File: config.mk
export PLATFORM = sky130hd
export DESIGN_NAME = led_sequencer
export DESIGN_NICKNAME = d
export VERILOG_FILES = /design/src/rtl/led_sequencer.sv
export SDC_FILE = /design/constraint.sdc
export NUM_CORES = 1
export LEC_CHECK = 0
export CORE_MARGIN = 10
export CORE_UTILIZATION = 60
export CTS_CLUSTER_DIAMETER = 40
export DETAILED_ROUTE_END_ITERATION = 8
export PLACE_DENSITY = 0.86
export SYNTH_ARGS = -nofsm -noshare
export SYNTH_HDL_FRONTEND = slang
export SYNTH_SLANG_ARGS = --single-unit
File: constraint.sdc
create_clock -name clk -period 9.3 [get_ports clk]
set_input_delay 1.395 -clock clk [delete_from_list [all_inputs] [get_ports clk]]
set_output_delay 1.395 -clock clk [all_outputs]
set_load 0.1 [all_outputs]
File: src/rtl/led_sequencer.sv
// led_sequencer: button-controlled 8-LED pattern sequencer (COUNT/SHIFT/BOUNCE/BLINK)
// Ports:
//   clk       in   design clock
//   resetn    in   asynchronous active-low reset
//   btn_mode  in   raw async button, advances mode on each press
//   btn_pause in   raw async button, toggles pause on each press
//   leds      out  [7:0] registered LED drive (inverted when LED_ACTIVE_LOW)
//   mode      out  [1:0] current mode
//   step_tick out  one-cycle pulse on each pattern step
//   paused    out  pause state
module led_sequencer #(
    parameter int unsigned PRESCALE       = 1000000,
    parameter bit          LED_ACTIVE_LOW = 1'b0
) (
    input  logic       clk,
    input  logic       resetn,
    input  logic       btn_mode,
    input  logic       btn_pause,
    output logic [7:0] leds,
    output logic [1:0] mode,
    output logic       step_tick,
    output logic       paused
);
    typedef enum logic [1:0] {COUNT, SHIFT, BOUNCE, BLINK} mode_e;

    localparam logic [23:0] LAST = 24'(PRESCALE - 1);

    // bit 0 = mode button, bit 1 = pause button
    logic [1:0] s1_q, s2_q, s3_q, arm_q, evt_q, evt_d, vld_q;

    mode_e       mode_q, mode_nx;
    logic [7:0]  pat_q, pat_init, pat_step, bnc;
    logic        dir_q, dir_step, onehot, tick;
    logic        paused_q;
    logic [23:0] cnt_q;

    // vld_q marks when s2_q reflects the real pin rather than reset zeros;
    // a button is only armed after it has been seen low, so a button held
    // across reset release produces no event until released and pressed again.
    assign evt_d = s2_q & ~s3_q & arm_q;

    always_ff @(posedge clk or negedge resetn) begin
        if (!resetn) begin
            vld_q <= '0;
            s1_q  <= '0;
            s2_q  <= '0;
            s3_q  <= '0;
            arm_q <= '0;
            evt_q <= '0;
        end else begin
            vld_q <= {vld_q[0], 1'b1};
            s1_q  <= {btn_pause, btn_mode};
            s2_q  <= s1_q;
            s3_q  <= s2_q;
            arm_q <= arm_q | ({2{vld_q[1]}} & ~s2_q);
            evt_q <= evt_d;
        end
    end

    assign tick = (cnt_q == LAST) && !paused_q;

    always_comb begin
        mode_nx  = mode_e'(mode_q + 2'd1);
        pat_init = mode_nx == COUNT ? 8'h00 : mode_nx == BLINK ? 8'hFF : 8'h01;
        onehot   = $onehot(pat_q);
        bnc      = dir_q ? {1'b0, pat_q[7:1]} : {pat_q[6:0], 1'b0};
        pat_step = mode_q == COUNT  ? pat_q + 8'd1 :
                   mode_q == SHIFT  ? (onehot ? {pat_q[6:0], pat_q[7]} : 8'h01) :
                   mode_q == BOUNCE ? (onehot ? bnc : 8'h01) : ~pat_q;
        // dir flips on reaching an end so each end appears once per sweep
        dir_step = mode_q != BOUNCE ? dir_q :
                   !onehot          ? 1'b0 :
                   bnc == 8'h80     ? 1'b1 :
                   bnc == 8'h01     ? 1'b0 : dir_q;
    end

    // mode event wins over a coincident step; pause toggles independently
    always_ff @(posedge clk or negedge resetn) begin
        if (!resetn) begin
            mode_q   <= COUNT;
            pat_q    <= 8'h00;
            dir_q    <= 1'b0;
            paused_q <= 1'b0;
            cnt_q    <= '0;
        end else begin
            paused_q <= paused_q ^ evt_q[1];
            if (evt_q[0]) begin
                mode_q <= mode_nx;
                pat_q  <= pat_init;
                dir_q  <= 1'b0;
                cnt_q  <= '0;
            end else if (tick) begin
                pat_q <= pat_step;
                dir_q <= dir_step;
                cnt_q <= '0;
            end else if (!paused_q) begin
                cnt_q <= cnt_q + 24'd1;
            end
        end
    end

    assign leds      = LED_ACTIVE_LOW ? ~pat_q : pat_q;
    assign mode      = mode_q;
    assign step_tick = tick;
    assign paused    = paused_q;
endmodule

* Word level (Yosys, flattened, before mapping) *
Cells that the tools add are included.
W data, S select, Z words.

word-level totals
  logic and storage cells = 65
  bits of input ports = 4
  output and inout bits = 12
  bits in registers = 48

operators by class
  equal/unequal tests = 11
  bitwise logic cells = 8
  muxes and demuxes = 19
  reductions and logical operators = 6
  add/subtract/negate cells = 10

operators with widths
  kind                     count
  $mux W8                  10
  $mux W24                 3
  $add A24 B1 Y24 const B  1
  $eq A24 B20 Y1 const B   1
  $add A1 B1 Y2            4
  $add A8 B1 Y8 const B    1
  $eq A8 B1 Y1 const B     1
  $eq A8 B8 Y1 const B     1
  $not A8 Y8               1
  $add A2 B2 Y3            2
  $and A2 B2 Y2            3
  $mux W1                  6
  $add A3 B3 Y4            1
  $eq A2 B2 Y1 const B     2
  $eq A4 B1 Y1 const B     1
  $logic_not A2 Y1         2
  $ne A2 B2 Y1 const B     2
  $ne A4 B1 Y1 const B     1
  $not A2 Y2               2
  $ne A3 B3 Y1 const B     1
  $reduce_and A3 Y1        1
  $add A2 B1 Y2 const B    1
  $eq A2 B1 Y1 const B     1
  $or A2 B2 Y2             1
  other kinds (4)          4

* Logic depth before layout (Yosys ltp) *
  word-level depth = 10
  gate-level depth with buffers = 14
  depth with buffers taken out = 13

* Worst setup path before layout *
OpenSTA, ideal clock, no wires.

  kind = register -> register
  from = register pat_q[1] (netlist: leds[1])
  to = register pat_q[5] (netlist: leds[5])
  cell stages (with the launch flop) = 15
  period minus slack after synthesis = 4550 ps
  arrival = 4415 ps
  buffers on the path = 1
  path slack = 4750 ps
  library setup time = 136 ps
  data required time = 9164 ps
  cell sequence = dfrtp_1 clkbuf_1 inv_1 fa_1 fa_1 fa_1 inv_1 ha_1 inv_1 fa_1 and4b_1 a21oi_2 a211oi_1 a2111oi_0 o31ai_1

on the way
  word-level cells in the longest chain between the ends = 10
  elaborated cells on any way between the ends = 12
  those cells by class = add/sub (4); eq/ne (1); mux (7)

RTL lines
  item                                 line  RTL
  start, declared                      32    logic [7:0] pat_q, pat_init, pat_step, bnc;
  start signal, assigned               89    pat_q <= pat_init;
  start signal, assigned               93    pat_q <= pat_step;
  $add A1 B1 Y2 (implied by the code)  65    onehot = $onehot(pat_q);
  $add A2 B2 Y3 (implied by the code)  65
  $add A3 B3 Y4 (implied by the code)  65
  $eq A4 B1 Y1                         65
  $mux W8 (2 in a row)                 69    mode_q == BOUNCE ? (onehot ? bnc : 8'h01) : ~pat_q;
  $mux W8                              68    mode_q == SHIFT ? (onehot ? {pat_q[6:0], pat_q[7]} : 8'h01) :
  $mux W8 (*)                          67    pat_step = mode_q == COUNT ? pat_q + 8'd1 :
  $mux W8 (*)                          92    end else if (tick) begin
  $mux W8 (*)                          87    if (evt_q[0]) begin

Every way passes the cells marked *; elsewhere a longest branch is shown, timed or not. The select of a mux whose other input is x is not followed.
A chain may end at the register's enable or synchronous reset.

* Worst setup path in the final report *
  from = register cnt_q[0]
  to = output port step_tick

on the way
  word-level cells in the longest chain between the ends = 2

RTL lines
  item                    line  RTL
  start, declared         35    logic [23:0] cnt_q;
  start signal, assigned  97    cnt_q <= cnt_q + 24'd1;
  $eq A24 B20 Y1          60    assign tick = (cnt_q == LAST) && !paused_q;
  $logic_and A1 B1 Y1     60
  end, declared           21    output logic step_tick,

Every way passes these cells.

==> metrics.md <==
| Metric | Value |
|---|---|
| Grt ovf | 0 |
| Placement Setup Slack | 5.011 ns |
| CTS max path bufs | 2 |
| FILL cells | 359 |
| CP required | 7.91 ns |
| Post-synthesis sequential area ratio | 42.25% |
| DRT Pass-1 Iters | 5 |
| Hold WC Path Type | reg2reg |
| I/O Pins | 16 |
| Via count | 2344 |
| Non-Filler Cell Area, Final | 3048 µm² |
| Comb pwr share | 55.9% |
| Max Cap Viol | 0 |
| Hold Slack | 0.3589 ns |
| Crit path arrival time | 3.25 ns |
| H-tree levels | 2 |
| Clock skew | 0.01009 ns |
| DP Wirelength | 4.135 mm |
| Overall Global Routing Usage | 16.08% |
| Via density | 6.318 |
| WS Path Type | reg2out |
| Sequential Power Share | 30.9% |
| DIE AREA | 7891 µm² |
| EDFF count, synth | 0 |
| Worst Tran Pin Value | 1.092 ns |
| Final design utilization | 68.12% |
| Fmax | 0.2151 GHz |
| Psw | 499.9 µW |
| Final worst path period share | 49.99% |
| # setup viols final | 0 |
| Hold-fix buffers, CTS | 0 |
| Core Area | 4474 µm² |
| Area growth, synth to finish | 7.218% |
| CTS Buf Count | 5 |
| Worst VDD drop | 0.0002693 V |
| Initial antenna violation count | 0 |
| Slew HR | 26.51% |
| Global-route wire length before repair | 10.43 mm |
| Pwr dens | 313.7 nW/µm² |
| Post-CTS Setup Bufs | 0 |
| Setup slack after layout | 4.651 ns |
| Final hold violation count | 0 |
| CP Capture Type | output pin |
| CTS Sinks | 48 |
| Residual DRC | 0 |
| Ys flop type | dfrtp_1 |
| Fin. max-slew vios | 0 |
| Sw Ratio | 52.28% |
| Status | completed |
| Async set-reset flop share out of synthesis | 100.0% |
| Yosys reg bits | 48 |
| Vias in the first global route | 2278 |
| Placer congestion estimate | 0.9402 |
| Die Ht | 88.83 µm |
| Worst-path maximum fanout | 11 |
| First DRT Iteration DRCs | 275 |
| Min cycle time layout | 4.649 ns |
| Worst skew pair latency | 0.30 ns |
| Clock share of power | 13.3% |
| Largest net degree at the start of global routing | 49 |
| Drt wl/cell | 15.84 µm |
| Mean Syn Cell Area | 9.111 µm² |
| Resized Gates After CTS | 0 |
| Internal power | 456.2 µW |
| YS warnings | 0 |
| # rows | 24 |
| Die width | 88.83 µm |
| Crit path launch type | flop |
| Placed cells | 363 |
| Diode count | 0 |
| Lkg Pwr | 1.306 nW |
| Post-Syn Area | 2843 µm² |
| Syn nets | 329 |
| Initial Utilization | 63.53% |
| Reg clk slew, reported paths | 0.10 ns |
| Final Total Pwr | 956.1 µW |
| CTS tree | yes |
| Routed Antenna Nets | 0 |
| Dpl cell area | 2957 µm² |
| Yosys cell types | 54 |
| Layout Cells excl Fill | 371 |
| Final nets | 335 |
| Syn Inst Count | 312 |
| Routed WL | 5.877 mm |
| Setup TNS | 0 ns |
| Layout cells sized above 1 | 5.329% |
| Root Buffer | clkbuf_8 |
| Port Buffers | 15 |
| RSZ-0062 raised after global routing | no |
[state kept, by name, indices dropped and copies added, names as in the netlist]
register,flops
arm_q,2
cnt_q,24
dir_q,1
evt_q,2
leds,8
mode,2
paused,1
s1_q,2
s2_q,2
s3_q,2
vld_q,2
[worst paths after layout]
check,start,end,slack [ns],cells past startpoint
max in group asynchronous,resetn,paused,7.72,2
setup / recovery,cnt_q[0],step_tick,4.65,6
hold reg to reg,s1_q[0],s2_q[0],0.36,0
hold / removal,s1_q[0],s2_q[0],0.36,0
min in group asynchronous,resetn,leds[4],1.16,2
setup reg to reg,leds[1],leds[1],5.00,13
[area by class of cell]
type	instances	area, µm²	share of cell area [%]
Clock buffer	5	68.82	2.258
Multi-Input combinational cell	223	1441	47.29
Sequential cell	48	1201	39.41
Clock inverter	3	22.52	0.7389
Inverter	23	88.84	2.915
Timing Repair Buffer	17	160.2	5.255
Tap cell	52	65.06	2.135
[cell families after synthesis]
logic type | count (synthesis) | share of synthesized area (%)
AND/OR/NAND/NOR | 124 | 23.15
buffers and inverters | 41 | 7.042
flip-flops | 48 | 42.25
other | 1 | 0.1319
adder cells (fa/ha/maj) | 13 | 6.778
AO/OA/AOI/OAI | 64 | 14.17
XOR/XNOR | 21 | 6.470
[worst max-delay path, stage by stage (launching register included)]
cell,delay (ns)
dfrtp_1,0.42
ha_1,0.23
inv_1,0.07
or4_1,0.53
or2_1,0.37
inv_4,0.17
clkdlybuf4s50_1,1.15
[layer usage]
layer	track usage, %	wire, µm
met1	22.02	2697
met3	3.033	459
met4	3.818	46
met5	0	0
met2	25.60	2673
[power groups by stage]
| stage | Combinational, mW | Clock (mW) | Sequential (mW) |
|---|---|---|---|
| after floorplan | 0.308 | 0 | 0.401 |
| after global placement | 0.514 | 0 | 0.296 |
| final | 0.534 | 0.127 | 0.295 |
| after CTS | 0.533 | 0.130 | 0.293 |
| after detailed placement | 0.530 | 0 | 0.297 |
| after global routing | 0.594 | 0.139 | 0.301 |
[layout by cell type (no fill, tap or decap), types with 4 or more instances in the layout]
cell             Yosys  routed
nand2_1             27      27
a21oi_1             16      16
clkdlybuf4s50_1      0      14
dfrtp_1             48      48
clkbuf_8             0       5
nand4_1              8       8
xnor2_1              5       5
nand3_1             10      10
xor2_1              16      16
nor2_1              31      31
a31oi_1              6       6
o21ai_0             17      16
a211oi_1             6       6
nor4_1               5       5
nor3_1               9       9
ha_1                 9       9
and3_1               5       5
fa_1                 4       4
inv_1               22      22
[cell usage after synthesis, types with 2 or more instances]
library cell   n  area share [%]
dfrtp_1       48              42
nor2_1        31             4.1
nand2_1       27             3.6
inv_1         22             2.9
o21ai_0       17             3.0
a21oi_1       16             2.8
xor2_1        16             4.9
clkbuf_1      11             1.5
nand3_1       10             1.8
ha_1           9             4.0
nor3_1         9             1.6
nand4_1        8             1.8
a211oi_1       6             1.6
a31oi_1        6             1.3
and3_1         5             1.1
nor4_1         5             1.1
xnor2_1        5             1.5
fa_1           4             2.8
buf_2          3            0.53
nand4_2        3             1.3
nor2b_1        3            0.66
nor4b_1        3            0.92
or3_1          3            0.66
or4_1          3            0.79
a21o_1         2            0.53
a41oi_1        2            0.62
and2_1         2            0.44
and4b_1        2            0.70
buf_12         2             1.4
nand2b_1       2            0.44
o211ai_1       2            0.53
o311ai_1       2            0.62
o31ai_1        2            0.53
Power figures use the tool's default switching activity.
